**src/rtl/agc_pkg.sv**
```systemverilog
// Shared widths, constants, FSM states and small arithmetic helpers for the AGC1 block.
// Gain is unsigned Q4.12; samples are 18-bit two's complement.
package agc_pkg;

  localparam int GAIN_W    = 16;
  localparam int GAIN_FRAC = 12;
  localparam logic [GAIN_W-1:0] GAIN_UNITY = 16'h1000;

  localparam int SAMP_W = 18;
  localparam int PROD_W = 34;
  localparam int MAG_W  = 18;
  localparam int HANG_W = 12;

  localparam logic signed [SAMP_W-1:0] SAMP_MAX = 18'sh1FFFF;
  localparam logic signed [SAMP_W-1:0] SAMP_MIN = 18'sh20000;
  localparam logic        [MAG_W-1:0]  MAG_MAX  = 18'h3FFFF;

  typedef enum logic {
    ST_DECAY = 1'b0,
    ST_HANG  = 1'b1
  } agc_state_e;

  // Rescale a Q4.12-weighted product back to sample units and clamp to the 18-bit range.
  function automatic logic signed [SAMP_W-1:0] scale_sat(input logic signed [PROD_W-1:0] prod);
    logic signed [PROD_W-1:0] shifted;
    shifted = prod >>> GAIN_FRAC;
    if (shifted > 34'sd131071) begin
      return SAMP_MAX;
    end else if (shifted < -34'sd131072) begin
      return SAMP_MIN;
    end else begin
      return shifted[SAMP_W-1:0];
    end
  endfunction

  // |v| with the single unrepresentable case (-131072) folded onto 131071.
  function automatic logic [SAMP_W-2:0] abs_sat(input logic signed [SAMP_W-1:0] v);
    logic signed [SAMP_W-1:0] neg;
    neg = -v;
    if (v == SAMP_MIN) begin
      return '1;
    end else if (v[SAMP_W-1]) begin
      return neg[SAMP_W-2:0];
    end else begin
      return v[SAMP_W-2:0];
    end
  endfunction

endpackage

```
**src/rtl/agc1_if.sv**
```systemverilog
// I/Q sample stream of the AGC: blanked pair in with its valid, scaled pair out with its valid.
// The producer side holds the master modport, the AGC holds the slave modport.
interface agc1_if;

  logic signed [agc_pkg::SAMP_W-1:0] dix;
  logic signed [agc_pkg::SAMP_W-1:0] diy;
  logic                              iv;
  logic signed [agc_pkg::SAMP_W-1:0] dox;
  logic signed [agc_pkg::SAMP_W-1:0] doy;
  logic                              ov;

  modport master (
    output dix, diy, iv,
    input  dox, doy, ov
  );

  modport slave (
    input  dix, diy, iv,
    output dox, doy, ov
  );

endinterface

```
**src/rtl/agc1_cmag18.sv**
```systemverilog
// Registered alpha-max-beta-min magnitude of an 18-bit I/Q pair: max(|x|,|y|) + min(|x|,|y|)/2.
// One cycle of latency; the magnitude holds its last value between valid pairs.
module cmag18
  import agc_pkg::*;
(
  input  logic                     clk,
  input  logic                     rst_n,
  input  logic signed [SAMP_W-1:0] i_x,
  input  logic signed [SAMP_W-1:0] i_y,
  input  logic                     i_v,
  output logic        [MAG_W-1:0]  o_mag,
  output logic                     o_mv
);

  logic [SAMP_W-2:0] w_a;
  logic [SAMP_W-2:0] w_b;
  logic [SAMP_W-2:0] w_max;
  logic [SAMP_W-2:0] w_half_min;
  logic [MAG_W:0]    w_sum;
  logic [MAG_W-1:0]  w_mag;

  logic [MAG_W-1:0]  r_mag;
  logic              r_mv;

  assign w_a        = abs_sat(i_x);
  assign w_b        = abs_sat(i_y);
  assign w_max      = (w_a >= w_b) ? w_a : w_b;
  assign w_half_min = ((w_a >= w_b) ? w_b : w_a) >> 1;
  assign w_sum      = (MAG_W+1)'(w_max) + (MAG_W+1)'(w_half_min);
  assign w_mag      = w_sum[MAG_W] ? MAG_MAX : w_sum[MAG_W-1:0];

  always_ff @(posedge clk or negedge rst_n) begin
    if (!rst_n) begin
      r_mag <= '0;
      r_mv  <= 1'b0;
    end else begin
      r_mv <= i_v;
      if (i_v) begin
        r_mag <= w_mag;
      end
    end
  end

  assign o_mag = r_mag;
  assign o_mv  = r_mv;

endmodule

```
**src/rtl/agc1.sv**
```systemverilog
// AGC1: three-stage gain-scaling pipeline for an I/Q stream plus a fast-attack / hang / slow-decay
// gain loop driven by the registered magnitude of the scaled output.
module agc1
  import agc_pkg::*;
#(
  parameter int               ATTACK_SH = 3,
  parameter int               DECAY_SH  = 8,
  parameter logic [GAIN_W-1:0] GAIN_INIT = GAIN_UNITY
) (
  input  logic               clk,
  input  logic               rst_n,
  agc1_if.slave              bus,
  input  logic [HANG_W-1:0]  target,
  input  logic [HANG_W-1:0]  hang,
  input  logic [GAIN_W-1:0]  gmax,
  input  logic               freeze,
  output logic [GAIN_W-1:0]  gain
);

  // Sample pipeline: S1 input capture, S2 product, S3 saturated output.
  logic signed [SAMP_W-1:0] r_s1_x;
  logic signed [SAMP_W-1:0] r_s1_y;
  logic                     r_s1_v;
  logic signed [PROD_W-1:0] r_s2_x;
  logic signed [PROD_W-1:0] r_s2_y;
  logic                     r_s2_v;
  logic signed [SAMP_W-1:0] r_dox;
  logic signed [SAMP_W-1:0] r_doy;
  logic                     r_ov;

  logic signed [PROD_W-1:0] w_gain_ext;
  logic signed [PROD_W-1:0] w_px;
  logic signed [PROD_W-1:0] w_py;

  // Gain loop state.
  agc_state_e               r_state;
  agc_state_e               w_state_nxt;
  logic [HANG_W-1:0]        r_hcnt;
  logic [HANG_W-1:0]        w_hcnt_nxt;
  logic [GAIN_W-1:0]        r_gain;
  logic [GAIN_W-1:0]        w_gain_nxt;

  logic [MAG_W-1:0]         w_mag;
  logic                     w_mv;
  logic                     w_attack;
  logic [GAIN_W-1:0]        w_att_gain;
  logic [GAIN_W:0]          w_dec_sum;
  logic [GAIN_W-1:0]        w_dec_gain;

  // The gain is zero-extended so the multiply stays signed-by-unsigned; the true product fits 34 bits.
  assign w_gain_ext = $signed({{(PROD_W-GAIN_W){1'b0}}, r_gain});
  assign w_px       = PROD_W'(r_s1_x) * w_gain_ext;
  assign w_py       = PROD_W'(r_s1_y) * w_gain_ext;

  // NOTE: sequential state uses non-blocking assignments so every stage samples the previous
  // stage's pre-edge value; blocking here would collapse the pipeline into a single cycle.
  always_ff @(posedge clk or negedge rst_n) begin
    if (!rst_n) begin
      r_s1_x <= '0;
      r_s1_y <= '0;
      r_s1_v <= 1'b0;
      r_s2_x <= '0;
      r_s2_y <= '0;
      r_s2_v <= 1'b0;
      r_dox  <= '0;
      r_doy  <= '0;
      r_ov   <= 1'b0;
    end else begin
      r_s1_v <= bus.iv;
      r_s2_v <= r_s1_v;
      r_ov   <= r_s2_v;
      if (bus.iv) begin
        r_s1_x <= bus.dix;
        r_s1_y <= bus.diy;
      end
      if (r_s1_v) begin
        r_s2_x <= w_px;
        r_s2_y <= w_py;
      end
      if (r_s2_v) begin
        r_dox <= scale_sat(r_s2_x);
        r_doy <= scale_sat(r_s2_y);
      end
    end
  end

  assign bus.dox = r_dox;
  assign bus.doy = r_doy;
  assign bus.ov  = r_ov;

  cmag18 u_cmag (
    .clk   (clk),
    .rst_n (rst_n),
    .i_x   (r_dox),
    .i_y   (r_doy),
    .i_v   (r_ov),
    .o_mag (w_mag),
    .o_mv  (w_mv)
  );

  // mag[17:6] > target is the same as mag > {target, 6'h3F}, which avoids dropping the low bits.
  assign w_attack   = (w_mag > {target, 6'h3F});
  assign w_att_gain = ((r_gain - (r_gain >> ATTACK_SH)) == '0) ? GAIN_W'(1)
                                                             : (r_gain - (r_gain >> ATTACK_SH));
  // Computed one bit wider so the decay step cannot wrap; this single compare also pulls a gain
  // that sits above a lowered gmax straight down to gmax.
  assign w_dec_sum  = {1'b0, r_gain} + (GAIN_W+1)'(r_gain >> DECAY_SH) + (GAIN_W+1)'(1);
  assign w_dec_gain = (w_dec_sum > {1'b0, gmax}) ? gmax : w_dec_sum[GAIN_W-1:0];

  // NOTE: every output of this block gets a default first, so no path can leave one unassigned
  // and infer a latch.
  always_comb begin
    w_state_nxt = r_state;
    w_hcnt_nxt  = r_hcnt;
    w_gain_nxt  = r_gain;
    if (w_mv && !freeze) begin
      if (w_attack) begin
        w_gain_nxt  = w_att_gain;
        w_hcnt_nxt  = hang;
        w_state_nxt = ST_HANG;
      end else begin
        unique case (r_state)
          ST_HANG: begin
            if (r_hcnt == '0) begin
              w_state_nxt = ST_DECAY;
            end else begin
              w_hcnt_nxt = r_hcnt - HANG_W'(1);
            end
          end
          ST_DECAY: begin
            w_gain_nxt = w_dec_gain;
          end
          default: begin
            w_state_nxt = ST_DECAY;
          end
        endcase
      end
    end
  end

  always_ff @(posedge clk or negedge rst_n) begin
    if (!rst_n) begin
      r_state <= ST_DECAY;
      r_hcnt  <= '0;
      r_gain  <= GAIN_INIT;
    end else begin
      r_state <= w_state_nxt;
      r_hcnt  <= w_hcnt_nxt;
      r_gain  <= w_gain_nxt;
    end
  end

  assign gain = r_gain;

endmodule

```
**src/flat_wrapper.sv**
```systemverilog
// flat-port wrapper written by rule: the top's interface ports become plain ports
module agc1_flat import agc_pkg::*;
#(
  parameter int               ATTACK_SH = 3,
  parameter int               DECAY_SH  = 8,
  parameter logic [GAIN_W-1:0] GAIN_INIT = GAIN_UNITY
)
  (clk, rst_n, target, hang, gmax, freeze, gain, bus_dix, bus_diy, bus_iv, bus_dox, bus_doy, bus_ov);
  agc1_if bus_i ();
  input  logic clk;
  input  logic rst_n;
  input  logic [HANG_W-1:0] target;
  input  logic [HANG_W-1:0] hang;
  input  logic [GAIN_W-1:0] gmax;
  input  logic freeze;
  output logic [GAIN_W-1:0] gain;
  input wire logic [$bits(bus_i.dix)-1:0] bus_dix;
  input wire logic [$bits(bus_i.diy)-1:0] bus_diy;
  input wire logic [$bits(bus_i.iv)-1:0] bus_iv;
  output wire logic [$bits(bus_i.dox)-1:0] bus_dox;
  output wire logic [$bits(bus_i.doy)-1:0] bus_doy;
  output wire logic [$bits(bus_i.ov)-1:0] bus_ov;
  assign bus_i.dix = bus_dix;
  assign bus_i.diy = bus_diy;
  assign bus_i.iv = bus_iv;
  assign bus_dox = bus_i.dox;
  assign bus_doy = bus_i.doy;
  assign bus_ov = bus_i.ov;
  agc1 #(.ATTACK_SH(ATTACK_SH), .DECAY_SH(DECAY_SH), .GAIN_INIT(GAIN_INIT)) u_core (.clk(clk), .rst_n(rst_n), .bus(bus_i), .target(target), .hang(hang), .gmax(gmax), .freeze(freeze), .gain(gain));
endmodule
```
**config.mk**
```make
export PLATFORM = sky130hd
export DESIGN_NAME = agc1_flat
export DESIGN_NICKNAME = d
export VERILOG_FILES = /design/src/rtl/agc_pkg.sv /design/src/rtl/agc1_if.sv /design/src/rtl/agc1_cmag18.sv /design/src/rtl/agc1.sv /design/src/flat_wrapper.sv
export SDC_FILE = /design/constraint.sdc
export NUM_CORES = 2
export LEC_CHECK = 0
export ABC_AREA = 1
export ABC_CLOCK_PERIOD_IN_PS = 5650
export BUFFER_PORTS_ARGS = -buffer_cell sky130_fd_sc_hd__buf_4
export CAP_MARGIN = 20
export CELL_PAD_IN_SITES_DETAIL_PLACEMENT = 1
export CELL_PAD_IN_SITES_GLOBAL_PLACEMENT = 1
export CORE_MARGIN = 2
export CORE_UTILIZATION = 44
export DETAILED_ROUTE_END_ITERATION = 6
export PLACE_DENSITY_LB_ADDON = 0.1
export REMOVE_ABC_BUFFERS = 1
export SETUP_SLACK_MARGIN = 0.05
export SLEW_MARGIN = 25
export SYNTH_ARGS = -nofsm -noshare
export SYNTH_HDL_FRONTEND = slang
export SYNTH_HIERARCHICAL = 1
export SYNTH_SLANG_ARGS = --single-unit
export TNS_END_PERCENT = 10
```
**constraint.sdc**
```tcl
create_clock -name clk -period 5.65 [get_ports clk]
set_clock_uncertainty 0.05 [all_clocks]
set_input_delay 1.695 -clock clk [delete_from_list [all_inputs] [get_ports clk]]
set_output_delay 1.695 -clock clk [all_outputs]
set_load 0.01 [all_outputs]
```
==> qor.csv <==
stage,metric,value,unit
sta,Final Slew Violations,0,
clock_tree,"Hold-fix buffers, CTS",0,
placed_design,pre-CTS WS,-0.477,ns
setup_path,worst path cell trace,buf_12 -> buf_6 -> nand2_1 -> fa_1 -> inv_1 -> fa_1 -> fa_1 -> fa_1 -> inv_1 -> fa_1 -> fa_1 -> inv_1 -> ha_1 -> inv_1 -> o21bai_2 -> buf_4 -> nor2_4 -> nor2_1 -> nor2_1 -> o211ai_1 -> a21oi_2 -> or2_2 -> nand3_1 -> nand2_1,
min_path,end of the worst hold path,u_core/u_cmag/o_mag[1],
routing,TritonRoute pass-1 iters,5,
final_layout,Final nets,5818,
routing,vias per cell,5.02,
setup_path,RR Endpoint,u_core/r_s2_y[33],
synthesis,yosys warns,6,
clock_tree,TritonCTS clock tree,built,
global_route,busiest grt layer,met2,
setup_path,Worst Reg2Reg Path Length in Cells,24,
setup_path,Max stage delay on crit path,0.60,ns
sta,slew at the pin closest to its max-slew limit,0.999,ns
setup_path,crit path max-delay cell type,dfstp_2,
sta,Final period util,103,%
placed_design,gpl congestion,0.885,
routing,DR WL/cell,18.3,um
clock_tree,clock-pin slew of the registers on the worst-case setup and hold paths,0.08,ns
setup_path,"critical path fanouts, max",5,
routing,vias,29962,
clock_tree,Num CTS Buffers,17,
clock_tree,clock tree buffer depth,2,
die,DIE AREA,80200,um^2
sta,final hold violation count,0,
final_layout,fraction of layout cells with a size suffix above 1,17.5,%
placed_design,number of port buffers,132,
setup_path,CP dominant cell by count,fa_1,
final_layout,area of the multi-input gates,25700,um^2
min_path,Hold Crit Start,u_core/u_cmag/o_mag[1],
die,Ports,133,
global_route,initial antenna violation count,1,
routing,Post-DRT Antenna Nets,0,
clock_tree,H-Tree Depth,4,
synthesis,sequential area share after synthesis,12.2,%
routing,DRC Markers,0,
final_layout,Fill cells,9663,
setup_path,"Buf+Inv Stages, Crit Path",7,
die,Placeable Area,77300,um^2
synthesis,mapped cell area,34300,um^2
min_path,Hold Path Cell Cnt,2,
setup_path,kind of cell adding the most delay to the critical path,adder cells,
setup_path,R2R Setup Slk,-0.19,ns
synthesis,"FF+latch count, synth",167,
global_route,largest net degree at the start of global routing,97,
setup_path,reg-to-reg critical path startpoint,u_core/gain[12],
global_route,All-Layer GR Usage,27.7,%
sta,count of final setup violators,25,
setup_path,WP data required,5.97,ns
sta,Max-slew headroom,33.4,%
clock_tree,Clock Sinks,167,
run_status,failing checks,negative setup slack,
flow_run,Max Cap Violations,0,
routing,Routed WL,109,mm
synthesis,top cell type's share of synthesized area,33.5,%
synthesis,Synth cell types,62,
sta,final worst slack,-0.194,ns
global_route,M3 GR Usage,2.86,%
die,die width,283,um
synthesis,Mean Syn Cell Area,7.55,um^2
synthesis,Synth Instances,4547,
sta,setup TNS,-2.36,ns
min_path,Hold Path Class,flip-flop to flip-flop,
setup_path,Worst setup EP type,flip-flop,
global_route,met1 Use GR,36.0,%
setup_path,Crit path arrival time,6.17,ns
synthesis,Yosys top cell by area,fa_1,
setup_path,CP Class,flip-flop to flip-flop,
global_route,number of global-route vias before repair,33634,
die,Rows,102,
final_layout,area delta synth->final,19.3,%
die,Starting Density,44.4,%
placed_design,Post-DP HPWL,89.8,mm
global_route,first-pass GRT wire length,176,mm
setup_path,Startpoint Class,flip-flop,
sta,Max Clock Freq,0.171,GHz
routing,Iter 0 DRT Violations,1274,
die,die height,283,um
run_status,result of the run,"finished, violations left",
final_layout,Reg area,4220,um^2
synthesis,Area contributors post-synth,"fa_1, inv_1, nand2_1",
global_route,total gr overflow,0,
global_route,met2 Use GR,49.1,%
sta,unrepaired setup endpoints after global routing,true,
sta,final period demand of the worst path,5.84,ns
clock_tree,Root Driver,clkbuf_16,
clock_tree,Clock Latency Late Sink,0.50,ns
## worst reg2reg max path, cell delays in order, from the launching register on
cell	delay, ns
dfstp_2	0.60
buf_12	0.14
buf_6	0.16
nand2_1	0.09
fa_1	0.51
inv_1	0.06
fa_1	0.56
fa_1	0.46
fa_1	0.40
inv_1	0.09
fa_1	0.43
fa_1	0.50
inv_1	0.07
ha_1	0.37
inv_1	0.10
o21bai_2	0.15
buf_4	0.14
nor2_4	0.04
nor2_1	0.08
nor2_1	0.06
o211ai_1	0.22
a21oi_2	0.06
or2_2	0.27
nand3_1	0.07
nand2_1	0.06
## routing by layer
metal,share of wire [%],vias to the layer above
met5,0,-
met4,2.1,0
met3,3.2,110
met2,50,480
met1,45,15250
li1,-,14122
## layout by cell type (no fill, tap or decap), types with 32 or more instances in the layout
master / instances
nor2_1: 197
o21ai_0: 94
mux2_2: 36
nand2_2: 37
o22ai_1: 34
ha_1: 224
a21oi_1: 92
xor2_1: 48
inv_1: 1199
buf_12: 36
dfrtp_2: 32
buf_4: 474
nand3_1: 143
dfrtp_1: 134
o21ai_1: 50
fa_1: 566
nand2_1: 1119
## kinds of logic after synthesis
kind of cell	Yosys count	synth area share, %
adders and majority gates	828	42.8
xor gates and xnor gates	85	2.17
muxes	36	1.18
AOI/OAI and AO/OA	389	6.49
and+or+nand+nor	1635	19.6
DFF	167	12.2
buffers and inverters	1407	15.5
## registers in the layout (all words and copies together) (netlist names)
register	count
u_core/r_s2_y	22
u_core/r_hcnt	12
u_core/r_s1_x	18
u_core/gain	16
u_core/u_cmag/o_mag	18
u_core/u_cmag/o_mv	1
u_core/r_state	1
u_core/bus.doy	18
u_core/r_s2_x	22
u_core/r_s1_v	1
u_core/bus.dox	18
u_core/r_s1_y	18
u_core/bus.ov	1
u_core/r_s2_v	1
## cell usage after synthesis, drive strengths merged
library cell and count:
inv 1227, a31oi 18, a22oi 1, nor3b 2, clkbuf 136, a31o 1
o31ai 1, a21boi 6, and2 2, xor2 53, a21o 13, a221oi 7
o41ai 2, xnor2 32, o221ai 1, nor4 6, dfstp 1, nand4 32
mux2 36, ha 253, nand3 151, nor2 223, nor3 27, fa 575
dfrtp 166, clkinv 1, o21a 3, or2 19, buf 43, o21bai 11
nand3b 10, o22ai 34, o311ai 1, o21ai 154, a41oi 2, nand2 1163
a211oi 3, a21oi 118, o211ai 13
## through the flow
step           util, %  area (um^2)  hold WS (ns)  cells
6_report          52.9        40900         0.434   5964
2_1_floorplan        -        33600         0.392   4368
4_1_cts           51.7        40000         0.432   5941
3_3_place_gp      50.5        39000         0.405   5907
5_1_grt           52.9        40900         0.464   5961
3_5_place_dp      50.5        39000         0.412   5907
## what timing repair did
item | CTS | global route
cloned | 0 | 4
endpoints found under the setup margin | 40 | 43
hold endpoints to repair | 0 | 0
setup buffers | 4 | 16
pin swaps | 16 | 50
resized for setup | 91 | 171
## how the worst max path moves through the flow
| stage | from | endpoint | slack (ns) | depth (start not counted) |
|---|---|---|---|---|
| after global placement | u_core/gain[6] | u_core/r_s2_y[33] | -0.30 | 24 |
| final | u_core/gain[12] | u_core/r_s2_y[33] | -0.19 | 24 |
| after detailed placement | u_core/r_s1_y[8] | u_core/r_s2_y[33] | -0.48 | 21 |
| after global routing | u_core/gain[12] | u_core/r_s2_x[29] | -0.40 | 26 |
| after floorplan | u_core/gain[2] | u_core/r_s2_x[28] | -0.46 | 21 |
| after CTS | u_core/gain[11] | u_core/r_s2_y[29] | -0.20 | 24 |
## final cells by class
type / count / area share (%)
antenna: 3 / 0.0183
clock buffer: 21 / 1.15
clock inverter: 9 / 0.284
inverter: 1228 / 11.3
multi-input combinational: 2973 / 62.9
sequential: 167 / 10.3
tap: 1040 / 3.18
timing repair buffer: 523 / 10.9
Power is not shown: default switching activity piles up to over one toggle a cycle in this logic, so the estimate is an artifact.
